--- src/rtl/ifetch_seq32.sv ---
// Multi-cycle instruction fetch stage: owns the PC, fetches over a req/valid handshake with retry,
// and commits the next PC on exec_done. Optional feature macro: MISALIGN_TRAP_EN.
module ifetch_seq32 #(
    parameter logic [31:0] RESET_PC = 32'h0000_0000,
    parameter int unsigned MAX_WAIT = 15
) (
    input  logic        clock,
    input  logic        reset,
    output logic        imem_req,
    output logic [31:0] imem_addr,
    input  logic [31:0] imem_rdata,
    input  logic        imem_valid,
    output logic [31:0] instruction,
    output logic        instr_valid,
    input  logic        exec_done,
    input  logic        Jr,
    input  logic        Jmp,
    input  logic        Jal,
    input  logic        Branch,
    input  logic        nBranch,
    input  logic        Zero,
    input  logic [31:0] Read_data_1,
    output logic [31:0] pc,
    output logic [31:0] branch_base_addr,
    output logic [31:0] link_addr,
    output logic        misalign_trap
);

`ifdef MISALIGN_TRAP_EN
    typedef enum logic [1:0] {StReq, StWait, StExec, StTrap} state_e;
`else
    typedef enum logic [1:0] {StReq, StWait, StExec} state_e;
`endif

    localparam logic [7:0] WaitLast = 8'(MAX_WAIT - 1);

    state_e      state_q, state_d;
    logic [31:0] pc_q, instr_q, link_q;
    logic [7:0]  wait_cnt_q;
    logic [31:0] pc4, jump_target, br_target, next_pc;
    logic        br_taken, commit, wait_expired;

    assign pc4          = pc_q + 32'd4;
    assign jump_target  = {pc4[31:28], instr_q[25:0], 2'b00};
    assign br_target    = pc4 + {{14{instr_q[15]}}, instr_q[15:0], 2'b00};
    assign br_taken     = (Branch && Zero) || (nBranch && !Zero);
    assign commit       = (state_q == StExec) && exec_done;
    assign wait_expired = (wait_cnt_q == WaitLast);

    always_comb begin
        if (Jr) begin
            next_pc = Read_data_1;
        end else if (Jmp || Jal) begin
            next_pc = jump_target;
        end else if (br_taken) begin
            next_pc = br_target;
        end else begin
            next_pc = pc4;
        end
    end

    // State register; reset forces REQ from any state, abandoning outstanding responses.
    always_ff @(posedge clock) begin
        if (!reset) begin
            state_q <= StReq;
        end else begin
            state_q <= state_d;
        end
    end

    always_comb begin
        state_d = state_q;
        unique case (state_q)
            StReq:  state_d = StWait;
            StWait: begin
                if (imem_valid) begin
                    state_d = StExec;
                end else if (wait_expired) begin
                    state_d = StReq;
                end
            end
            StExec: begin
                if (exec_done) begin
`ifdef MISALIGN_TRAP_EN
                    state_d = (next_pc[1:0] != 2'b00) ? StTrap : StReq;
`else
                    state_d = StReq;
`endif
                end
            end
            default: state_d = state_q;
        endcase
    end

    always_comb begin
        imem_req      = reset && (state_q == StReq);
        instr_valid   = (state_q == StExec);
`ifdef MISALIGN_TRAP_EN
        misalign_trap = (state_q == StTrap);
`else
        misalign_trap = 1'b0;
`endif
    end

    always_ff @(posedge clock) begin
        if (!reset) begin
            pc_q       <= RESET_PC;
            instr_q    <= 32'h0;
            link_q     <= 32'h0;
            wait_cnt_q <= 8'h0;
        end else begin
            if (state_q == StReq) begin
                wait_cnt_q <= 8'h0;
            end else if (state_q == StWait && !imem_valid && !wait_expired) begin
                wait_cnt_q <= wait_cnt_q + 8'd1;
            end
            if (state_q == StWait && imem_valid) begin
                instr_q <= imem_rdata;
            end
            if (commit && Jal) begin
                link_q <= pc4;
            end
            if (commit) begin
`ifdef MISALIGN_TRAP_EN
                if (next_pc[1:0] == 2'b00) begin
                    pc_q <= next_pc;
                end
`else
                pc_q <= {next_pc[31:2], 2'b00};
`endif
            end
        end
    end

    assign pc               = pc_q;
    assign imem_addr        = pc_q;
    assign instruction      = instr_q;
    assign link_addr        = link_q;
    assign branch_base_addr = pc4;

endmodule

--- config.mk ---
export PLATFORM = sky130hd
export DESIGN_NAME = ifetch_seq32
export DESIGN_NICKNAME = d
export VERILOG_FILES = /design/src/rtl/ifetch_seq32.sv
export SDC_FILE = /design/constraint.sdc
export NUM_CORES = 1
export LEC_CHECK = 0
export BUFFER_PORTS_ARGS = -buffer_cell sky130_fd_sc_hd__buf_2
export CAP_MARGIN = 10
export CELL_PAD_IN_SITES_DETAIL_PLACEMENT = 1
export CELL_PAD_IN_SITES_GLOBAL_PLACEMENT = 2
export CORE_MARGIN = 2
export CORE_UTILIZATION = 26
export CTS_CLUSTER_DIAMETER = 100
export CTS_CLUSTER_SIZE = 20
export DETAILED_ROUTE_END_ITERATION = 12
export HOLD_SLACK_MARGIN = 0.15
export PLACE_DENSITY = 0.85
export SYNTH_ARGS = -nofsm -noshare
export SYNTH_HDL_FRONTEND = slang
export SYNTH_SLANG_ARGS = --single-unit
--- constraint.sdc ---
create_clock -name clock -period 3.3 [get_ports clock]
set_input_delay 0.33 -clock clock [delete_from_list [all_inputs] [get_ports clock]]
set_output_delay 0.33 -clock clock [all_outputs]
set_load 0.02 [all_outputs]
# Yosys cells after proc, flatten, opt, wreduce, memory -nomap -nowiden
# Cells that the tools add are included.
[totals] reg_bits=104 in_bits=74 output_inout_bits=163 elab_cells=38
[op_classes] n_addsub=3 eq_ne=5 muxes=7 bitwise_logic=1 n_reduce_logical=17
[op_table] cell="$mux W32" count=3
[op_table] cell="$add A32 B3 Y32 const B" count=1
[op_table] cell="$add A32 B32 Y32" count=1
[op_table] cell="$add A8 B1 Y8 const B" count=1
[op_table] cell="$eq A8 B4 Y1 const B" count=1
[op_table] cell="$logic_and A1 B1 Y1" count=8
[op_table] cell="$mux W2" count=3
[op_table] cell="$pmux W2 S3" count=1
[op_table] cell="$logic_not A1 Y1" count=3
[op_table] cell="$ne A3 B3 Y1 const B" count=1
[op_table] cell="$reduce_and A3 Y1" count=1
[op_table] cell="$reduce_bool A3 Y1" count=1
[op_table] cell="$eq A2 B1 Y1 const B" count=1
[op_table] cell="$eq A2 B2 Y1 const B" count=1
[op_table] cell="$logic_not A2 Y1" count=1
[op_table] cell="$logic_or A1 B1 Y1" count=2
[op_table] cell="$ne A2 B1 Y1 const B" count=1
[op_table] cell="$reduce_or A2 Y1" count=1
[op_table] cell="$not A1 Y1" count=1

# Longest topological paths before layout
# Gate-level depths: netlist (run 1).
[depth] depth_word=6 mapped_depth=17 depth_no_buf=16

# Worst setup path before layout (run 1)
# OpenSTA, ideal clock, no wires.
[synth_timing] path_kind="reg2reg" start="register pc_q[15], in the netlist imem_addr[15]" end="register pc_q[31], in the netlist imem_addr[31]" setup_ps=95 arrival_time_ps=3974 path_slack_ps=-769 path_stages_with_launch=16 cell_sequence="dfxtp_1 -> and4_1 -> and3_1 -> nand3_1 -> or3_1 -> xnor2_1 -> ha_1 -> inv_1 -> o221ai_1 -> a211oi_1 -> o22a_1 -> o31ai_1 -> o21ai_1 -> mux2i_1 -> or4b_1 -> o311ai_1"
[synth_via] elab_chain_cells=5
[synth_rtl] item="start: declaration" line="38" text="logic [31:0] pc_q, instr_q, link_q;"
[synth_rtl] item="start signal: assignment" line="129" text="pc_q <= {next_pc[31:2], 2'b00};"
[synth_rtl] item="$add A32 B3 Y32" line="43" text="assign pc4 = pc_q + 32'd4;"
[synth_rtl] item="net branch_base_addr[23]" line="24" text="output logic [31:0] branch_base_addr,"
[synth_rtl] item="$add A32 B32 Y32" line="45" text="assign br_target = pc4 + {{14{instr_q[15]}}, instr_q[15:0], 2'b00};"
[synth_rtl] item="$mux W32" line="55" text="end else if (br_taken) begin"
[synth_rtl] item="$mux W32" line="53" text="end else if (Jmp || Jal) begin"
[synth_rtl] item="$mux W32" line="51" text="if (Jr) begin"
# The timed path passes the listed nets, and every way through them passes these cells.
# A chain may end at the register's enable or synchronous reset.

# Worst setup path after layout (run 1)
[layout_timing] start="register pc_q[9], in the netlist imem_addr[9]" end="register pc_q[31], in the netlist imem_addr[31]"
[layout_via] elab_chain_cells=5
[layout_rtl] item="$add A32 B3 Y32 *" line="43"
[layout_rtl] item="$add A32 B32 Y32" line="45"
[layout_rtl] item="$mux W32" line="55"
[layout_rtl] item="$mux W32 *" line="53"
[layout_rtl] item="$mux W32 *" line="51"
# Every way passes the cells marked *; elsewhere a longest branch is shown, timed or not.

==> results of run 1 <==
[metrics by stage]
| stage | cell area, um^2 | setup TNS (ns) | total power [mW] | cells |
|---|---|---|---|---|
| 6_report | 10950 | -2.155 | 3.013 | 1618 |
| 3_5_place_dp | 9671 | -4.242 | 1.912 | 1575 |
| 3_3_place_gp | 9671 | -3.119 | 1.901 | 1575 |
| 2_1_floorplan | 7420 | -0.7211 | 1.658 | 933 |
| 4_1_cts | 10400 | -1.815 | 3.008 | 1603 |
| 5_1_grt | 10950 | -3.827 | 3.133 | 1616 |
[registers in the layout, indices dropped and copies added, names as in the netlist]
signal,count
instruction,32
wait_cnt_q,8
link_addr,30
imem_addr,30
state_q,2
[where the power goes]
| part | internal, mW | switching (mW) |
|---|---|---|
| clock | 0.571 | 0.502 |
| combinational | 0.255 | 0.385 |
| sequential | 1.26 | 0.0403 |
[placed cells by master (no fill, tap or decap), types with 8 or more instances in the layout]
master / n
dfxtp_1: 89
o21ai_0: 27
o211a_1: 20
nand2_1: 139
a211oi_1: 12
nor2_1: 85
a21o_1: 14
xnor2_1: 19
ha_1: 25
ha_4: 16
inv_1: 20
a21oi_2: 15
nand4_1: 8
conb_1: 9
nand3_1: 17
xor2_1: 15
nor3b_1: 17
o21ai_2: 9
buf_2: 225
clkbuf_16: 9
xnor2_2: 14
buf_6: 18
o211ai_1: 10
buf_4: 171
a21boi_0: 33
a21oi_1: 42
[area by class of cell]
cell class | count | area [um^2]
Fill cell | 3257 | 16070
Inverter | 28 | 107.6
Antenna cell | 2 | 5.005
Clock inverter | 1 | 5.005
Clock buffer | 14 | 274.0
Multi-Input combinational cell | 715 | 5426
Sequential cell | 102 | 2076
Tap cell | 341 | 426.7
Timing Repair Buffer | 415 | 2633
[routing by layer]
| metal | track usage | part of all wire | vias up |
|---|---|---|---|
| met1 | 0.2534 | 0.40 | 4050 |
| li1 | - | - | 3883 |
| met3 | 0.03558 | 0.051 | 60 |
| met4 | 0.1044 | 0.039 | 0 |
| met2 | 0.3954 | 0.51 | 255 |
| met5 | 0 | 0 | - |
[cell families (layout without fill, tap and decap cells)]
| family | Yosys count | after routing |
|---|---|---|
| other | 1 | 11 |
| flip-flops | 102 | 102 |
| adder cells (fa/ha/maj) | 43 | 43 |
| buffers and inverters | 116 | 458 |
| multiplexers | 4 | 4 |
| AO/OA/AOI/OAI | 248 | 248 |
| AND/OR/NAND/NOR | 352 | 352 |
| XOR/XNOR | 59 | 59 |
[what timing repair did]
| action | 4_1_cts | 5_1_grt |
|---|---|---|
| endpoints found under the hold margin | 0 | 0 |
| setup endpoints to repair | 18 | 21 |
| buffers inserted | 16 | 15 |
| pin swaps | 60 | 52 |
| gates resized for setup | 79 | 82 |
[worst reg2reg max path: stages, from the launching register on]
cell      delay (ns)
dfxtp_4         0.35
and4_4          0.23
and3_4          0.19
buf_6           0.10
and3_4          0.21
xor2_2          0.19
ha_1            0.29
a211oi_2        0.28
nor2_2          0.11
o41ai_4         0.28
buf_4           0.20
o22a_1          0.20
o31ai_4         0.11
o21ai_4         0.17
mux2i_1         0.11
or4b_1          0.50
o311ai_2        0.08
[path summary, 6_finish.rpt]
| kind | from | endpoint | depth (start not counted) | slack [ns] |
|---|---|---|---|---|
| worst max-delay path | imem_addr[9] | imem_addr[31] | 16 | -0.36 |
| worst min-delay path | imem_rdata[26] | instruction[26] | 3 | 0.21 |
| worst max register to register | imem_addr[9] | imem_addr[31] | 16 | -0.36 |
| worst min register to register | instruction[26] | instruction[26] | 2 | 0.46 |
==> run_results.csv, run 1 <==
group,metric,value,unit
outcome,outcome,"finished, violations left",
outcome,violations,"negative setup slack",
logic_synthesis,synth_area_per_cell,7.764,um^2
drt,drt_iter0_drc,403,
timing,fin_crit_sh,1.109,
logic_synthesis,synth_edf_count,0,
logic_synthesis,synth.area.mux_share,0.005749,
logic_synthesis,synth_top_family_by_area,"compound AO/OA/AOI/OAI gates",
floorplan,num_rows,60,
logic_synthesis,synth-simple-area-share,0.2270,
timing,layout_setup_ws,-0.3590,ns
global_route,grt-ovfl-total,0,
timing,hold_viol_final,0,
logic_synthesis,seq_area_frac_synth,0.2843,
pwr,power_density,275.0,mW/mm^2
logic_synthesis,post-synth-top-area-fraction,0.2843,
global_route,grt_max_degree,99,
placed_design,gp_congestion,0.8680,
setup_path,slowest_delay,0.50,ns
logic_synthesis,yosysWarnings,0,
timing,whs,0.2092,ns
setup_path,path_max_fanout,3,
timing,setup-violations-final,12,
clock_network,cts_buffers,9,
layout,area_delta_synth_final,52.51,%
setup_path,cp_slowest_cell,"or4b_1",
setup_path,path_buf_inv,2,
layout,layout-drive-gt1-share,0.4588,
clock_network,cts_sinks,102,
logic_synthesis,ys_async_sr_fraction,0,
global_route,grt_pass1_vias,8576,
global_route,antenna_found_initial,2,
drt,avgViaCountPerCell,5.098,
clock_network,tritoncts,"built",
floorplan,ios,237,
logic_synthesis,synth_top_area_cell,"dfxtp_1",
pwr,p_leak,5.416,nW
timing,finalMaxSlewViolations,0,
floorplan,die_h,170.2,um
timing,skew,0.007875,ns
pwr,peakVddDrop,214.2,uV
clock_network,cts_hold_buf,0,
timing,max-slew-margin-rel,0.4387,
logic_synthesis,synth_common_cells,"142 x nand2_1, 102 x dfxtp_1, 96 x nor2_1",
logic_synthesis,yosys.cell_types.count,71,
placed_design,port-buffer-count,225,
clock_network,insertion_delay,0.36,ns
logic_synthesis,ys_ff_latch,102,
layout,fin_nets,1388,
logic_synthesis,yosysMostFrequentCell,"nand2_1",
timing,min_period,3.659,ns
setup_path,crit_top_cell,"and3_4",
logic_synthesis,synth_compound_area_frac,0.2425,
floorplan,start_util,0.2657,
placed_design,dp_hpwl,24370,um
logic_synthesis,synth_xor_area_frac,0.07300,
timing,rsz0062_at_grt,"yes",
logic_synthesis,ys.flop_type,"dfxtp_1",
clock_network,root_buffer,"clkbuf_16",
timing,tightest_slew,0.8399,ns
setup_path,cp-start-kind,"flop",
floorplan,core,0.02703,mm^2
worst_hold_path,worstHoldPathType,"input pin to flop",
global_route,grt_use_total,0.2198,
logic_synthesis,postSynthCellCount,925,
placed_design,dp_slack,-0.4779,ns
flow_run,cap_violations,0,
floorplan,die_w,170.2,um
drt,wirelength,33270,um
logic_synthesis,syn-cell-area,0.007182,mm^2
clock_network,h-tree-depth,3,
logic_synthesis,yosys-top-cells-area,"dfxtp_1 28%, nand2_1 7.4%, ha_1 7.3%, nor2_1 5.0%, xnor2_1 4.3%",
clock_network,cts_max_path_buffers,2,
setup_path,crit_chain,"and4_4 > and3_4 > buf_6 > and3_4 > xor2_2 > ha_1 > a211oi_2 > nor2_2 > o41ai_4 > buf_4 > o22a_1 > o31ai_4 > o21ai_4 > mux2i_1 > or4b_1 > o311ai_2",
floorplan,die_area,0.02897,mm^2
clock_network,path_clk_slew,0.07,ns
drt,avgRoutedWirePerCell,20.56,um
layout,finish.utilization,0.4053,
global_route,grt_pass1_wl,48820,um
drt,drt.antenna.violating_nets,0,
setup_path,path_class,"flop to flop",
timing,clock.fmax,273.3,MHz
setup_path,required,3.58,ns
logic_synthesis,synth_fa_ha_area_frac,0.07596,
setup_path,crit_arrival,3.94,ns
drt,dr.pass1.iters,4,
setup_path,cp_top_family,"simple AND/OR/NAND/NOR gates",
drt,drc,0,
setup_path,crit_path_end_kind,"flop",
drt,vias,8248,
No activity file was read; power rests on OpenSTA's default activity.
==> run 2, diff against run 1 <==
- RECOVER_POWER: not set -> 100
==> run 2 against run 1 <==
  * The flow still finishes with violations (negative setup slack)
  * Via count grew 0.85%
  * Fmax about the same
  * Count of clock-buffer cells in the layout did not move
  * Non-clock buffer count unchanged
  * Clock power barely moved
  * Sequential power is essentially flat
  * Register-to-register slack barely moved
  * Clock skew increased by 0.00057 ns
  * Cell area down 1.3%
  * Combinational power down 1%
  * Critical endpoint unchanged
==> run_results.csv, run 2 (synthesized netlist as in run 1, its figures left out) <==
group,metric,value,unit
setup_path,crit_arrival,3.94,ns
drt,drt.antenna.violating_nets,0,
drt,avgViaCountPerCell,5.141,
clock_network,insertion_delay,0.36,ns
pwr,peakVddDrop,214.1,uV
global_route,grt_max_degree,99,
layout,final_area,0.01081,mm^2
placed_design,dp_hpwl,24370,um
timing,tightest_slew,0.8404,ns
worst_hold_path,whs_endpoint,"instruction[26]",
worst_hold_path,hold_path_depth,3,
drt,vias,8318,
drt,wirelength,33370,um
timing,hold_viol_final,0,
pwr,power_density,278.4,mW/mm^2
setup_path,r2r-end,"imem_addr[31]",
clock_network,cts_hold_buf,0,
timing,rsz0062_at_grt,"yes",
floorplan,core,0.02703,mm^2
timing,skew,0.008446,ns
setup_path,rrSetupSlack,-0.36,ns
timing,clock.fmax,273.2,MHz
clock_network,root_buffer,"clkbuf_16",
outcome,violations,"negative setup slack",
clock_network,h-tree-depth,3,
global_route,grt-ovfl-total,0,
timing,setup-violations-final,12,
placed_design,placed_cell_area,0.009671,mm^2
timing,finalMaxSlewViolations,0,
layout,area_delta_synth_final,50.54,%
global_route,antenna_found_initial,2,
clock_network,tritoncts,"built",
setup_path,cp-start-kind,"flop",
setup_path,required,3.58,ns
floorplan,start_util,0.2657,
placed_design,gp_congestion,0.8680,
drt,dr.pass1.iters,4,
timing,fin_tns_setup,-2.195,ns
timing,fin_crit_sh,1.109,
floorplan,num_rows,60,
floorplan,die_w,170.2,um
layout,mostFrequentLayoutCells,"171 x buf_4, 139 x nand2_1, 115 x clkbuf_1, 112 x buf_2, 89 x dfxtp_1",
global_route,grt_pass1_vias,8576,
outcome,outcome,"finished, violations left",
floorplan,ios,237,
layout,fin_nets,1388,
setup_path,path_class,"flop to flop",
placed_design,port-buffer-count,225,
timing,layout_setup_ws,-0.3601,ns
worst_hold_path,hold_start,"imem_rdata[26]",
clock_network,cts_max_path_buffers,2,
timing,max-slew-margin-rel,0.4376,
floorplan,die_h,170.2,um
clock_network,cts_buffers,9,
layout,largest_reg_flops,32,
floorplan,die_area,0.02897,mm^2
setup_path,reg2reg_from,"imem_addr[9]",
layout,layout-drive-gt1-share,0.3702,
global_route,grt_use_total,0.2198,
timing,min_period,3.660,ns
setup_path,crit_path_end_kind,"flop",
setup_path,rr_worst_depth,16,
worst_hold_path,worstHoldPathType,"input pin to flop",
flow_run,cap_violations,0,
pwr,p_leak,4.924,nW
clock_network,path_clk_slew,0.07,ns
drt,avgRoutedWirePerCell,20.62,um
drt,drc,0,
clock_network,cts_sinks,102,
setup_path,path_max_fanout,3,
drt,drt_iter0_drc,429,
global_route,grt_pass1_wl,48820,um
layout,layout_commonest_cell,"buf_4",
run 2: cell count changes in the layout (fill, tap and decap cells not counted), sizes merged:
cell,previous run,this run
buf,415,302
clkbuf,14,127
run 2: what timing repair did:
item,CTS,global route
pin swaps,60,52
resized for setup,79,82
endpoints found under the setup margin,18,21
buffers inserted,16,15
run 2: final cells by class:
type                            count  area, um^2
Timing Repair Buffer              415        2491
Multi-Input combinational cell    715        5426
Clock inverter                      1       5.005
Antenna cell                        2       5.005
Clock buffer                       14       274.0
Tap cell                          341       426.7
Fill cell                        3293       16210
Sequential cell                   102        2076
Inverter                           28       107.6
run 2: report_power, final:
group / internal [mW] / switching (mW)
Combinational: 0.246 / 0.387
Sequential: 1.26 / 0.0409
Clock: 0.571 / 0.506
Total: 2.08 / 0.934
run 2: critical path, cell delays in order, from the launching register on:
cell	delay [ns]
dfxtp_4	0.35
and4_4	0.23
and3_4	0.19
buf_6	0.10
and3_4	0.21
xor2_2	0.18
ha_1	0.29
a211oi_2	0.27
nor2_2	0.10
o41ai_4	0.28
buf_4	0.20
o22a_1	0.20
o31ai_4	0.11
o21ai_4	0.17
mux2i_1	0.11
or4b_1	0.50
o311ai_2	0.08
run 2: through the flow:
step / hold slack (ns) / cells / total power, mW / util / worst slack, ns
2_1_floorplan: 0.4749 / 933 / 1.658 / - / -0.2680
3_3_place_gp: 0.4503 / 1575 / 1.901 / 0.3578 / -0.3278
3_5_place_dp: 0.4568 / 1575 / 1.912 / 0.3578 / -0.4779
4_1_cts: 0.2043 / 1603 / 3.008 / 0.3850 / -0.2976
5_1_grt: 0.2118 / 1616 / 3.125 / 0.3999 / -0.4393
6_report: 0.2100 / 1618 / 3.010 / 0.4000 / -0.3601
run 2: worst max-delay path by stage:
stage                        startpoint             to  slack (ns)  cells past startpoint
after floorplan            imem_addr[7]  imem_addr[31]       -0.27                     16
after global placement     imem_addr[2]  imem_addr[17]       -0.33                     16
after detailed placement  imem_addr[10]  imem_addr[31]       -0.48                     18
after CTS                  imem_addr[9]  imem_addr[31]       -0.30                     17
after global routing       imem_addr[9]  imem_addr[31]       -0.44                     17
final                      imem_addr[9]  imem_addr[31]       -0.36                     16
run 2: routing by layer:
layer	share of wire	GRT usage	up-vias	routed length (um)
li1	-	-	3890	-
met1	0.41	0.2534	4118	13550
met2	0.51	0.3954	243	16970
met3	0.044	0.03558	67	1453
met4	0.042	0.1044	0	1395
met5	0	0	-	0
==> run 3, diff against run 2 <==
--- a/config.mk
+++ b/config.mk
@@ -7,2 +7,3 @@
 export LEC_CHECK = 0
+export ABC_AREA = 0
 export BUFFER_PORTS_ARGS = -buffer_cell sky130_fd_sc_hd__buf_2
==> constraint.sdc (replaced) <==
create_clock -name clock -period 3.3 [get_ports clock]
set_input_delay 0.165 -clock clock [delete_from_list [all_inputs] [get_ports clock]]
set_output_delay 0.165 -clock clock [all_outputs]
set_load 0.02 [all_outputs]
==> run 3 against run 2 <==
  * The run ends with max-capacitance violations, max-slew violations, negative setup slack left
  * First-iteration DRC count grew 2.8%
  * Critical path type unchanged
  * Clock power grew 20%
  * Worst setup slack gained 0.048 ns
  * Highest routed layer unchanged
  * Sequential power is essentially flat
==> run_results.csv, run 3 (synthesized netlist as in run 1, its figures left out) <==
group,metric,value,unit
outcome,outcome,"finished, violations left",
outcome,violations,"max-capacitance violations, max-slew violations, negative setup slack",
timing,tightest_slew,1.899,ns
layout,area_delta_synth_final,56.17,%
global_route,grt_pass1_vias,8983,
timing,setup-violations-final,11,
timing,min_period,3.612,ns
floorplan,die_w,170.2,um
setup_path,crit_path_end_kind,"flop",
setup_path,path_buf_inv,5,
setup_path,cp_top_family,"simple AND/OR/NAND/NOR gates",
setup_path,cp_slowest_cell,"ha_2",
layout,layout_commonest_cell,"buf_4",
pwr,power_frac_seq,0.396,
clock_network,cts_sinks,102,
timing,fin_tns_setup,-2.182,ns
clock_network,tritoncts,"built",
drt,avgViaCountPerCell,5.171,
timing,skew,0.01271,ns
timing,whs,0.1717,ns
timing,clock.fmax,276.9,MHz
drt,vias,8605,
setup_path,crit_arrival,3.86,ns
timing,fin_crit_sh,1.094,
drt,avgRoutedWirePerCell,20.91,um
pwr,pwr-share-clk,0.397,
setup_path,path_class,"flop to flop",
layout,fin_nets,1435,
drt,drt.antenna.violating_nets,0,
layout,mostFrequentLayoutCells,"182 x buf_4, 138 x nand2_1, 125 x clkbuf_1, 104 x buf_2, 89 x dfxtp_1",
setup_path,path_max_fanout,6,
clock_network,root_buffer,"clkbuf_16",
drt,drc,0,
timing,finalMaxSlewViolations,45,
clock_network,cts_buffers,9,
setup_path,rr_worst_depth,19,
timing,hold_viol_final,0,
pwr,power,3.285,mW
setup_path,crit_top_cell,"buf_4",
global_route,antenna_found_initial,0,
clock_network,insertion_delay,0.37,ns
pwr,p_int,2.284,mW
pwr,p_sw,1.001,mW
pwr,power_density,292.9,mW/mm^2
clock_network,h-tree-depth,3,
floorplan,num_rows,60,
drt,wirelength,34790,um
pwr,peakVddDrop,244.2,uV
layout,layout-drive-gt1-share,0.3477,
placed_design,dp_cells,1579,
placed_design,gp_congestion,0.8566,
layout,nFillCells,3312,
timing,rsz0062_at_grt,"yes",
global_route,grt-ovfl-total,0,
floorplan,core,0.02703,mm^2
floorplan,start_util,0.2657,
setup_path,crit_chain,"and4_4 > and3_4 > nand4_1 > buf_6 > nor2_1 > xnor2_1 > ha_2 > buf_4 > buf_4 > nand2_1 > nor2_1 > nand3_1 > o21ai_2 > a211oi_2 > buf_4 > o21ai_2 > buf_4 > nor4_1 > or3_1",
worst_hold_path,worstHoldPathType,"input pin to flop",
layout,largest_reg_flops,32,
pwr,p_leak,5.069,nW
floorplan,die_h,170.2,um
layout,antenna_cells,0,
drt,dr.pass1.iters,4,
placed_design,port-buffer-count,225,
timing,max-slew-margin-rel,-0.2663,
pwr,swShare,0.3047,
flow_run,cap_violations,1,
pwr,p_comb_frac,0.207,
global_route,grt_use_total,0.2267,
drt,drt_iter0_drc,441,
clock_network,cts_max_path_buffers,2,
global_route,grt_pass1_wl,50290,um
setup_path,slowest_delay,0.41,ns
setup_path,required,3.54,ns
worst_hold_path,hold_path_depth,3,
global_route,grt_max_degree,45,
floorplan,ios,237,
placed_design,dp_hpwl,24790,um
floorplan,die_area,0.02897,mm^2
layout,instances_no_fill,1664,
setup_path,crit_cells,19,
timing,layout_setup_ws,-0.3116,ns
clock_network,path_clk_slew,0.08,ns
setup_path,cp-start-kind,"flop",
==> run 3: changes by cell type in the layout (fill, tap and decap cells not counted), sizes merged <==
cell	before	now
dlygate4sd3	0	43
buf	302	294
bufinv	0	3
clkinv	1	2
clkinvlp	0	1
inv	28	29
clkbuf	127	134
diode	2	0
==> run 3: through the flow <==
step	area [um^2]	utilization	worst slack (ns)
after floorplan	7420	-	-0.2680
after global placement	9688	0.3585	-0.3537
after detailed placement	9688	0.3585	-0.4417
after CTS	10920	0.4042	-0.2672
after global routing	11220	0.4150	-0.4354
final	11220	0.4150	-0.3116
==> run 3: power by group through the flow <==
stage / registers, mW / logic, mW / clock network, mW
floorplan: 1.36 / 0.297 / 0
global placement: 1.33 / 0.578 / 0
detailed placement: 1.33 / 0.590 / 0
CTS: 1.30 / 0.651 / 1.32
global route: 1.31 / 0.732 / 1.37
finish: 1.30 / 0.680 / 1.30
==> run 3: worst reg2reg max path, delay by kind of cell, from the launching register on <==
family | cells | cell delay, ns
xor+xnor | 1 | 0.14
flops | 1 | 0.36
simple gates | 9 | 1.42
fa+ha+maj | 1 | 0.41
compound gates | 3 | 0.47
buf+inv | 5 | 0.69
==> run 3: timing repair <==
action,in CTS,in global routing
endpoints found under the setup margin,18,22
hold buffers,42,1
gates resized for setup,72,77
endpoints found under the hold margin,42,1
pin swaps,48,60
setup buffers,14,15
==> run 3: metal layers <==
layer | part of all wire | global-route usage | wire, um | vias up
li1 | - | - | - | 3997
met1 | 0.40 | 0.2538 | 13940 | 4269
met2 | 0.52 | 0.4189 | 17930 | 263
met3 | 0.045 | 0.03930 | 1550 | 76
met4 | 0.039 | 0.09996 | 1362 | 0
met5 | 0 | 0 | 0 | -
==> run 3: final cells by class <==
class / instances / area, um^2 / area share
clock buffer: 9 / 225.2 / 0.02008
multi-input combinational: 715 / 5385 / 0.4801
clock inverter: 7 / 121.4 / 0.01082
tap: 341 / 426.7 / 0.03804
timing repair buffer: 462 / 2877 / 0.2565
inverter: 28 / 105.1 / 0.009371
sequential: 102 / 2076 / 0.1851
==> run 3: worst paths after layout <==
kind                                     start       endpoint  slack, ns
worst max-delay path              imem_addr[9]  imem_addr[30]      -0.31
worst min-delay path            Read_data_1[8]   imem_addr[8]       0.17
worst max register to register    imem_addr[9]  imem_addr[30]      -0.31
worst min register to register    link_addr[3]   link_addr[3]       0.47
